==> src/rtl/ppu_vram_port_pkg.sv <==
// ppu_vram_port_pkg
//   Shared definitions for the PPU VRAM access port: FSM state encoding,
//   CPU-visible register indices, the VRAM address width, and the address
//   increment helper.
package ppu_vram_port_pkg;

  localparam int VADDR_W = 14;

  typedef enum logic [1:0] {
    ST_IDLE    = 2'd0,
    ST_WAIT    = 2'd1,
    ST_ISSUE   = 2'd2,
    ST_CAPTURE = 2'd3
  } state_t;

  localparam logic [2:0] REG_CTRL   = 3'd0;
  localparam logic [2:0] REG_STATUS = 3'd2;
  localparam logic [2:0] REG_ADDR   = 3'd6;
  localparam logic [2:0] REG_DATA   = 3'd7;

  // Post-access VRAM address step; wraps naturally at 2^VADDR_W.
  function automatic logic [VADDR_W-1:0] vaddr_step(input logic [VADDR_W-1:0] addr,
                                                     input logic               step32);
    logic [VADDR_W-1:0] inc;
    if (step32) begin
      inc = 14'd32;
    end else begin
      inc = 14'd1;
    end
    vaddr_step = addr + inc;
  endfunction

endpackage

==> src/rtl/ppu_vram_port.sv <==
// ppu_vram_port
//   CPU-side register port of a PPU: CTRL ($2000), STATUS ($2002),
//   ADDR ($2006) and DATA ($2007). $2007 accesses are arbitrated against the
//   video fetch engine, which has priority over VRAM; the CPU is stalled via
//   lock_cpu until the access completes.
//
// Ports
//   clock, reset        system clock, asynchronous active-high reset
//   address, in         CPU bus address and write data
//   rd, we              one-cycle CPU read / write strobes
//   out                 CPU read data (combinational)
//   lock_cpu            high while a $2007 access is in flight
//   vid_busy, vid_addr  video fetch owns VRAM / its address
//   ppu_addr            VRAM address (port address when granted, else vid_addr)
//   ppu_in              VRAM read data, valid one cycle after ppu_addr
//   ppu_out, ppu_we     VRAM write data / strobe
//   vblank_set/clr      vblank pulses from raster timing
//   ctrl, nmi           CTRL register contents, vblank & ctrl[7]
module ppu_vram_port #(
  parameter int INC_BIT = 2
) (
  input  logic        clock,
  input  logic        reset,
  input  logic [15:0] address,
  input  logic [7:0]  in,
  input  logic        rd,
  input  logic        we,
  output logic [7:0]  out,
  output logic        lock_cpu,
  input  logic        vid_busy,
  input  logic [13:0] vid_addr,
  output logic [13:0] ppu_addr,
  input  logic [7:0]  ppu_in,
  output logic [7:0]  ppu_out,
  output logic        ppu_we,
  input  logic        vblank_set,
  input  logic        vblank_clr,
  output logic [7:0]  ctrl,
  output logic        nmi
);
  import ppu_vram_port_pkg::*;

  state_t              state_q,  state_d;
  logic [VADDR_W-1:0]  vaddr_q,  vaddr_d;
  logic                toggle_q, toggle_d;
  logic [7:0]          ctrl_q,   ctrl_d;
  logic                vblank_q, vblank_d;
  logic [7:0]          rdbuf_q,  rdbuf_d;
  logic [7:0]          wdata_q,  wdata_d;
  logic                op_wr_q,  op_wr_d;

  logic                reg_sel;
  logic [2:0]          reg_idx;
  logic                idle;
  logic                wr_ctrl;
  logic                rd_status;
  logic                wr_addr;
  logic                wr_data;
  logic                rd_data;
  logic                grant;
  logic                unused_addr;

  // Only the top three and bottom three address bits decode a register.
  assign unused_addr = ^address[12:3];

  // Register decode; $2006/$2007 are only accepted while no access is pending.
  always_comb begin
    reg_sel   = (address[15:13] == 3'b001);
    reg_idx   = address[2:0];
    idle      = (state_q == ST_IDLE);
    wr_ctrl   = we & reg_sel & (reg_idx == REG_CTRL);
    rd_status = rd & reg_sel & (reg_idx == REG_STATUS);
    wr_addr   = we & reg_sel & (reg_idx == REG_ADDR) & idle;
    wr_data   = we & reg_sel & (reg_idx == REG_DATA) & idle;
    // A simultaneous rd+we on $2007 is treated as a write.
    rd_data   = rd & ~we & reg_sel & (reg_idx == REG_DATA) & idle;
  end

  // CPU read mux; CTRL is write-only and reads back as zero like other holes.
  always_comb begin
    out = 8'h00;
    if (reg_sel) begin
      case (reg_idx)
        REG_STATUS: out = {vblank_q, 7'b0000000};
        REG_DATA:   out = rdbuf_q;
        default:    out = 8'h00;
      endcase
    end else begin
      out = 8'h00;
    end
  end

  // Next-state logic for registers, vblank/toggle and the access FSM.
  always_comb begin
    state_d  = state_q;
    vaddr_d  = vaddr_q;
    toggle_d = toggle_q;
    ctrl_d   = ctrl_q;
    vblank_d = vblank_q;
    rdbuf_d  = rdbuf_q;
    wdata_d  = wdata_q;
    op_wr_d  = op_wr_q;
    grant    = 1'b0;

    if (wr_ctrl) begin
      ctrl_d = in;
    end else begin
      ctrl_d = ctrl_q;
    end

    if (wr_addr) begin
      if (!toggle_q) begin
        vaddr_d  = {in[5:0], vaddr_q[7:0]};
        toggle_d = 1'b1;
      end else begin
        vaddr_d  = {vaddr_q[13:8], in};
        toggle_d = 1'b0;
      end
    end else begin
      vaddr_d = vaddr_q;
    end

    // vblank_set wins over a coincident status read so the event is not lost.
    if (vblank_set) begin
      vblank_d = 1'b1;
    end else if (rd_status || vblank_clr) begin
      vblank_d = 1'b0;
    end else begin
      vblank_d = vblank_q;
    end

    if (rd_status) begin
      toggle_d = 1'b0;
    end else begin
      toggle_d = toggle_d;
    end

    case (state_q)
      ST_IDLE: begin
        if (wr_data) begin
          wdata_d = in;
          op_wr_d = 1'b1;
          state_d = ST_WAIT;
        end else if (rd_data) begin
          op_wr_d = 1'b0;
          state_d = ST_WAIT;
        end else begin
          state_d = ST_IDLE;
        end
      end
      ST_WAIT: begin
        if (!vid_busy) begin
          grant   = 1'b1;
          vaddr_d = vaddr_step(vaddr_q, ctrl_q[INC_BIT]);
          state_d = ST_ISSUE;
        end else begin
          state_d = ST_WAIT;
        end
      end
      ST_ISSUE: begin
        if (op_wr_q) begin
          state_d = ST_IDLE;
        end else begin
          // VRAM data for the address granted last cycle is on ppu_in now;
          // it is committed to rdbuf as the FSM enters CAPTURE.
          rdbuf_d = ppu_in;
          state_d = ST_CAPTURE;
        end
      end
      ST_CAPTURE: begin
        state_d = ST_IDLE;
      end
      default: begin
        state_d = ST_IDLE;
      end
    endcase
  end

  // VRAM side: the port only drives the bus in the granted WAIT cycle.
  always_comb begin
    if (grant) begin
      ppu_addr = vaddr_q;
      ppu_we   = op_wr_q;
      ppu_out  = wdata_q;
    end else begin
      ppu_addr = vid_addr;
      ppu_we   = 1'b0;
      ppu_out  = wdata_q;
    end
    lock_cpu = (state_q != ST_IDLE);
    ctrl     = ctrl_q;
    nmi      = vblank_q & ctrl_q[7];
  end

  // State registers; reset abandons any in-flight access.
  always_ff @(posedge clock or posedge reset) begin
    if (reset) begin
      state_q  <= ST_IDLE;
      vaddr_q  <= 14'd0;
      toggle_q <= 1'b0;
      ctrl_q   <= 8'h00;
      vblank_q <= 1'b0;
      rdbuf_q  <= 8'h00;
      wdata_q  <= 8'h00;
      op_wr_q  <= 1'b0;
    end else begin
      state_q  <= state_d;
      vaddr_q  <= vaddr_d;
      toggle_q <= toggle_d;
      ctrl_q   <= ctrl_d;
      vblank_q <= vblank_d;
      rdbuf_q  <= rdbuf_d;
      wdata_q  <= wdata_d;
      op_wr_q  <= op_wr_d;
    end
  end

endmodule

==> config.mk <==
export PLATFORM = sky130hd
export DESIGN_NAME = ppu_vram_port
export DESIGN_NICKNAME = d
export VERILOG_FILES = /design/src/rtl/ppu_vram_port_pkg.sv /design/src/rtl/ppu_vram_port.sv
export SDC_FILE = /design/constraint.sdc
export NUM_CORES = 1
export LEC_CHECK = 0
export ABC_AREA = 0
export ABC_CLOCK_PERIOD_IN_PS = 2400
export CORE_MARGIN = 2
export CORE_UTILIZATION = 43
export DETAILED_ROUTE_END_ITERATION = 6
export PLACE_DENSITY = 0.9
export SLEW_MARGIN = 20
export SYNTH_ARGS = -nofsm -noshare
export SYNTH_HDL_FRONTEND = slang
export SYNTH_SLANG_ARGS = --single-unit
==> constraint.sdc <==
create_clock -name clock -period 2.4 [get_ports clock]
set_input_delay 0.36 -clock clock [delete_from_list [all_inputs] [get_ports clock]]
set_output_delay 0.36 -clock clock [all_outputs]
set_load 0.05 [all_outputs]
Yosys cells after proc, flatten, opt, wreduce, memory -nomap -nowiden. Index checks and enable logic that the tools add are counted.

Flip-flop bits (word level): 43. Bits of input ports: 53. Output and inout bits: 41. Word-level logic and storage cells: 66.

Add/sub/neg operators: 1. Eq/ne operators: 7. Mux-type cells: 25. Bitwise operators: 15. Reductions and logical operators: 10.

Operator list (number): $mux 14 (7); $pmux 8 s2 (1); $add 14x14->14 (1); $and 1x1->1 (13); $mux 1 (12); $mux 8 (1); $pmux 2 s4 (1); $reduce_bool 2->1 (4); $eq 3x3->1 const B (2); $mux 6 (1); $reduce_and 2->1 (3); $eq 2x2->1 const B (2); $mux 2 (2); $eq 3x1->1 const B (1); $eq 3x2->1 const B (1); $logic_not 3->1 (1); $eq 2x1->1 const B (1); $logic_not 2->1 (1); $not 1->1 (2); $logic_or 1x1->1 (1).

Longest topological paths before layout.
Depth in word-level cells: 8. Depth in mapped cells: 7. Mapped depth without buffers: 7.

Least setup slack after synthesis. Ideal clock, no wire load.

Kind: reg-to-output. From: register state_q[1]. To: output port ppu_addr[11]. Arrival time: 2.276 ns. Data required time: 2.040 ns. Path slack: -0.236 ns. Stages on the path, launching flop included: 5. Path buffers: 2. Cells stage by stage: dfrtp_1 -> or3b_1 -> clkbuf_1 -> clkbuf_1 -> o21ai_0.

Word-level cells in the longest chain between the ends: 3.

Ends and longest elaborated chain: start, declared (RTL line ppu_vram_port.sv:43) `state_t state_q, state_d;`; start signal, assigned (RTL line ppu_vram_port.sv:207) `state_q <= state_d;`; $eq 2x1->1 (RTL line ppu_vram_port.sv:138) `case (state_q)`; $mux 1 (RTL line ppu_vram_port.sv:138); $mux 14 (RTL line ppu_vram_port.sv:181) `if (grant) begin`; end, declared (RTL line ppu_vram_port.sv:32) `output logic [13:0] ppu_addr,`.

No other way between the ends.

Worst setup path after layout.
From: input port address[1]. To: output port out[5].

Word-level cells in the longest chain between the ends: 3. Elaborated cells on any way between the ends: 4.

Ends and longest elaborated chain: start, declared (RTL line ppu_vram_port.sv:24) `input logic [15:0] address,`; $eq 3x3->1 / $eq 3x2->1 (equally long branches) (RTL line ppu_vram_port.sv:83) `case (reg_idx)`; $pmux 8 s2 (*) (RTL line ppu_vram_port.sv:83); $mux 8 (*) (RTL line ppu_vram_port.sv:82) `if (reg_sel) begin`; end, declared (RTL line ppu_vram_port.sv:28) `output logic [7:0] out,`.

Mark *: on every way between the ends. The rest lies on a longest branch, timed or not.

==> impl_metrics.toml <==
[global_route]
first_global_vias = 2190
overflow = 0
track_usage_pct = 23.4
grt_pass1_wl_mm = 11.1
grt_start_max_net_pins = 44
antenna_found_initial = 0

[final_layout]
seq_area_mm2 = 0.00108
nFillCells = 349
instances_no_fill = 398
drive_above_1_share_pct = 22.6
area_growth_pct = 56.7
nets = 383
antennaDiodeCount = 0
multi_input_area_mm2 = 0.00118

[placed_design]
hpwlAfterDp_mm = 5.14
dpl.cell_count = 390
routabilityCongestion = 0.845
place_ws_ps = 78.8
port_buffers = 83

[clocking]
numCtsBuffers = 5
postCtsSetupBuffers = 0
cts_buffer_depth = 2
cts-root-buf = "clkbuf_8"
cts_resized = 0
h-tree-depth = 2
clkLatencyLatePin_ps = 300
cts_hold_buf = 0
clkSinkCount = 43
cts_tree = "yes"
path_clk_slew_ps = 80

[critical_path]
critPathMaxStageDelay_ps = 520
start_kind = "primary input"
timing.rr.start = "ctrl[2]$_DFFE_PP0P_"
crit_buf_inv = 3
cpLargestDelayFamily = "buffers and inverters"
cp.arrival_ps = 1960
cp_cell_sequence = "clkdlybuf4s50_1 -> nor4bb_1 -> buf_4 -> and3_1 -> and2_1 -> buf_12"
cp-end-kind = "output pin"
cp.required_ps = 2040
path_max_fanout = 8
cpMaxStageDelayCell = "clkdlybuf4s50_1"
path_class = "primary input to output pin"
critical_path.startpoint = "address[1]"

[routing]
dr.pass1.iters = 5
route.detailed.drc = 0
routed_wirelength_mm = 6.87
ant_nets = 0
first_iter_violations = 143
vias = 2230
viasPerCell = 5.60
wl_per_cell_um = 17.3

[hold_path]
hp-class = "register to register"
holdCritStartpoint = "rdbuf_q[2]$_DFFE_PP0P_"

[logic_synthesis]
syn-num-nets = 294
yosysSeqAreaShare_pct = 46.2
postSynthCellCount = 238
async_flop_share_pct = 100
synth_edf_count = 0
synth_area_per_cell_um2 = 9.79
synth-main-ff-cell = "dfrtp_1"
syn-cell-area_mm2 = 0.00233
ys_seq_elements = 43
synth_area_leaders = "dfrtp_1, mux2_2, nand2_1"
synth_top_area_cell = "dfrtp_1"
synth_most_common_cell = "dfrtp_1"
synth_top_area_share_pct = 46.2
synth_common_cells = "dfrtp_1, nand2_1, mux2_2"
ys.warnings.count = 0
synth.distinct_cells = 43

[floorplanning]
ioPinCount = 94
rows = 26
initial_core_util_pct = 45.1
dieHeight_um = 77.6
core_area_mm2 = 0.00517
dieArea_mm2 = 0.00603
dieWidth_um = 77.6

[run_status]
status = "finished, final reports clean"

[timing]
setup_violations = 0
fin_crit_ps = 2320
fin_ws_ps = 75.8
rsz0062_at_grt = "false"
fin_skew_ps = 10.3
finalHoldViolCount = 0
slew_headroom_pct = 46.9
fmax_mhz = 430
timing.setup.tns_ps = 0
min_period_over_period_pct = 96.8
tightest_slew_ps = 792
slew_viol_final = 0
whs_ps = 503

[power]
p_total_mw = 3.28
power_density_mw_per_mm2 = 899
p_leak_nw = 1.64
vdd.ir_drop.worst_uv = 493

[run]
maxCapViolCount = 0
placed cells by master, fill, tap and decap left out, types with 2 or more instances in the layout:
master	Yosys	routed
buf_12	0	25
a21oi_1	4	4
nor2_1	11	11
nand4_1	6	6
inv_1	11	11
nor2b_1	2	2
mux2i_1	6	6
mux2_2	25	25
o211ai_1	2	2
a31oi_1	4	4
a41oi_1	2	2
clkdlybuf4s50_1	0	60
o221a_2	2	2
o22ai_1	4	4
nor3_1	2	2
clkbuf_8	0	6
or4_1	2	2
buf_4	0	7
ha_1	3	3
o21ai_0	9	9
nand2_1	42	42
xor2_1	2	2
o32ai_1	2	2
and3_1	2	2
a211oi_1	2	2
nor3b_1	2	2
and2_1	9	9
dfrtp_1	43	43
nand3_1	12	12
kinds of logic after synthesis:
group | count (synthesis) | synth area share, %
AO/OA/AOI/OAI | 37 | 10.9
XOR/XNOR | 3 | 1.13
flip-flops | 43 | 46.2
AND/OR/NAND/NOR | 100 | 22.2
buffers and inverters | 21 | 3.38
adder cells (fa/ha/maj) | 3 | 1.61
multiplexers | 31 | 14.7
worst register-to-register path, delay by kind of cell, from the launching register on:
family / cells / cell delay (ps)
AOI/OAI and AO/OA: 2 / 390
and+or+nand+nor: 1 / 480
adders and majority gates: 2 / 590
DFF: 1 / 420
buffers and inverters: 1 / 70
path summary, 6_finish.rpt:
path | end | slack [ps] | depth (start not counted)
worst max register to register | vaddr_q[12]$_DFF_PP0_ | 370 | 6
min in group asynchronous | ctrl[2]$_DFFE_PP0P_ | 520 | 3
worst min register to register | rdbuf_q[2]$_DFFE_PP0P_ | 500 | 1
worst max-delay path | out[5] | 80 | 6
max in group asynchronous | ctrl[5]$_DFFE_PP0P_ | 1510 | 3
worst min-delay path | rdbuf_q[2]$_DFFE_PP0P_ | 500 | 1
power breakdown:
part,switching (mW),internal (mW)
sequential,0.217,0.947
combinational,0.845,0.685
clock,0.251,0.337
total,1.31,1.97
state kept, by name, summed over array words and instances (netlist names):
name and cells:
state_q 2, rdbuf_q 8, op_wr_q 1, vblank_q 1
vaddr_q 14, ppu_out 8, toggle_q 1, ctrl 8
layout make-up:
cell class	instances	share of cell area (%)
clock buffer	6	2.26
clock inverter	2	0.959
inverter	11	1.13
multi-input combinational	174	32.2
sequential	43	29.5
tap	70	2.40
timing repair buffer	92	31.6
metrics by stage:
stage          utilization [%]  cell area, um2
3_3_place_gp              68.3            3530
6_report                  70.6            3650
5_1_grt                   70.6            3650
2_1_floorplan                -            2330
3_5_place_dp              68.3            3530
4_1_cts                   70.6            3650
layer usage:
layer	global-route usage [%]	routed length, um	vias to the layer above
li1	-	-	1030
met1	28.1	2730	1097
met2	40.8	3580	90
met3	5.35	406	13
met4	8.57	153	0
met5	0	0	-
Note: power is estimated with default switching activity, not from simulation.
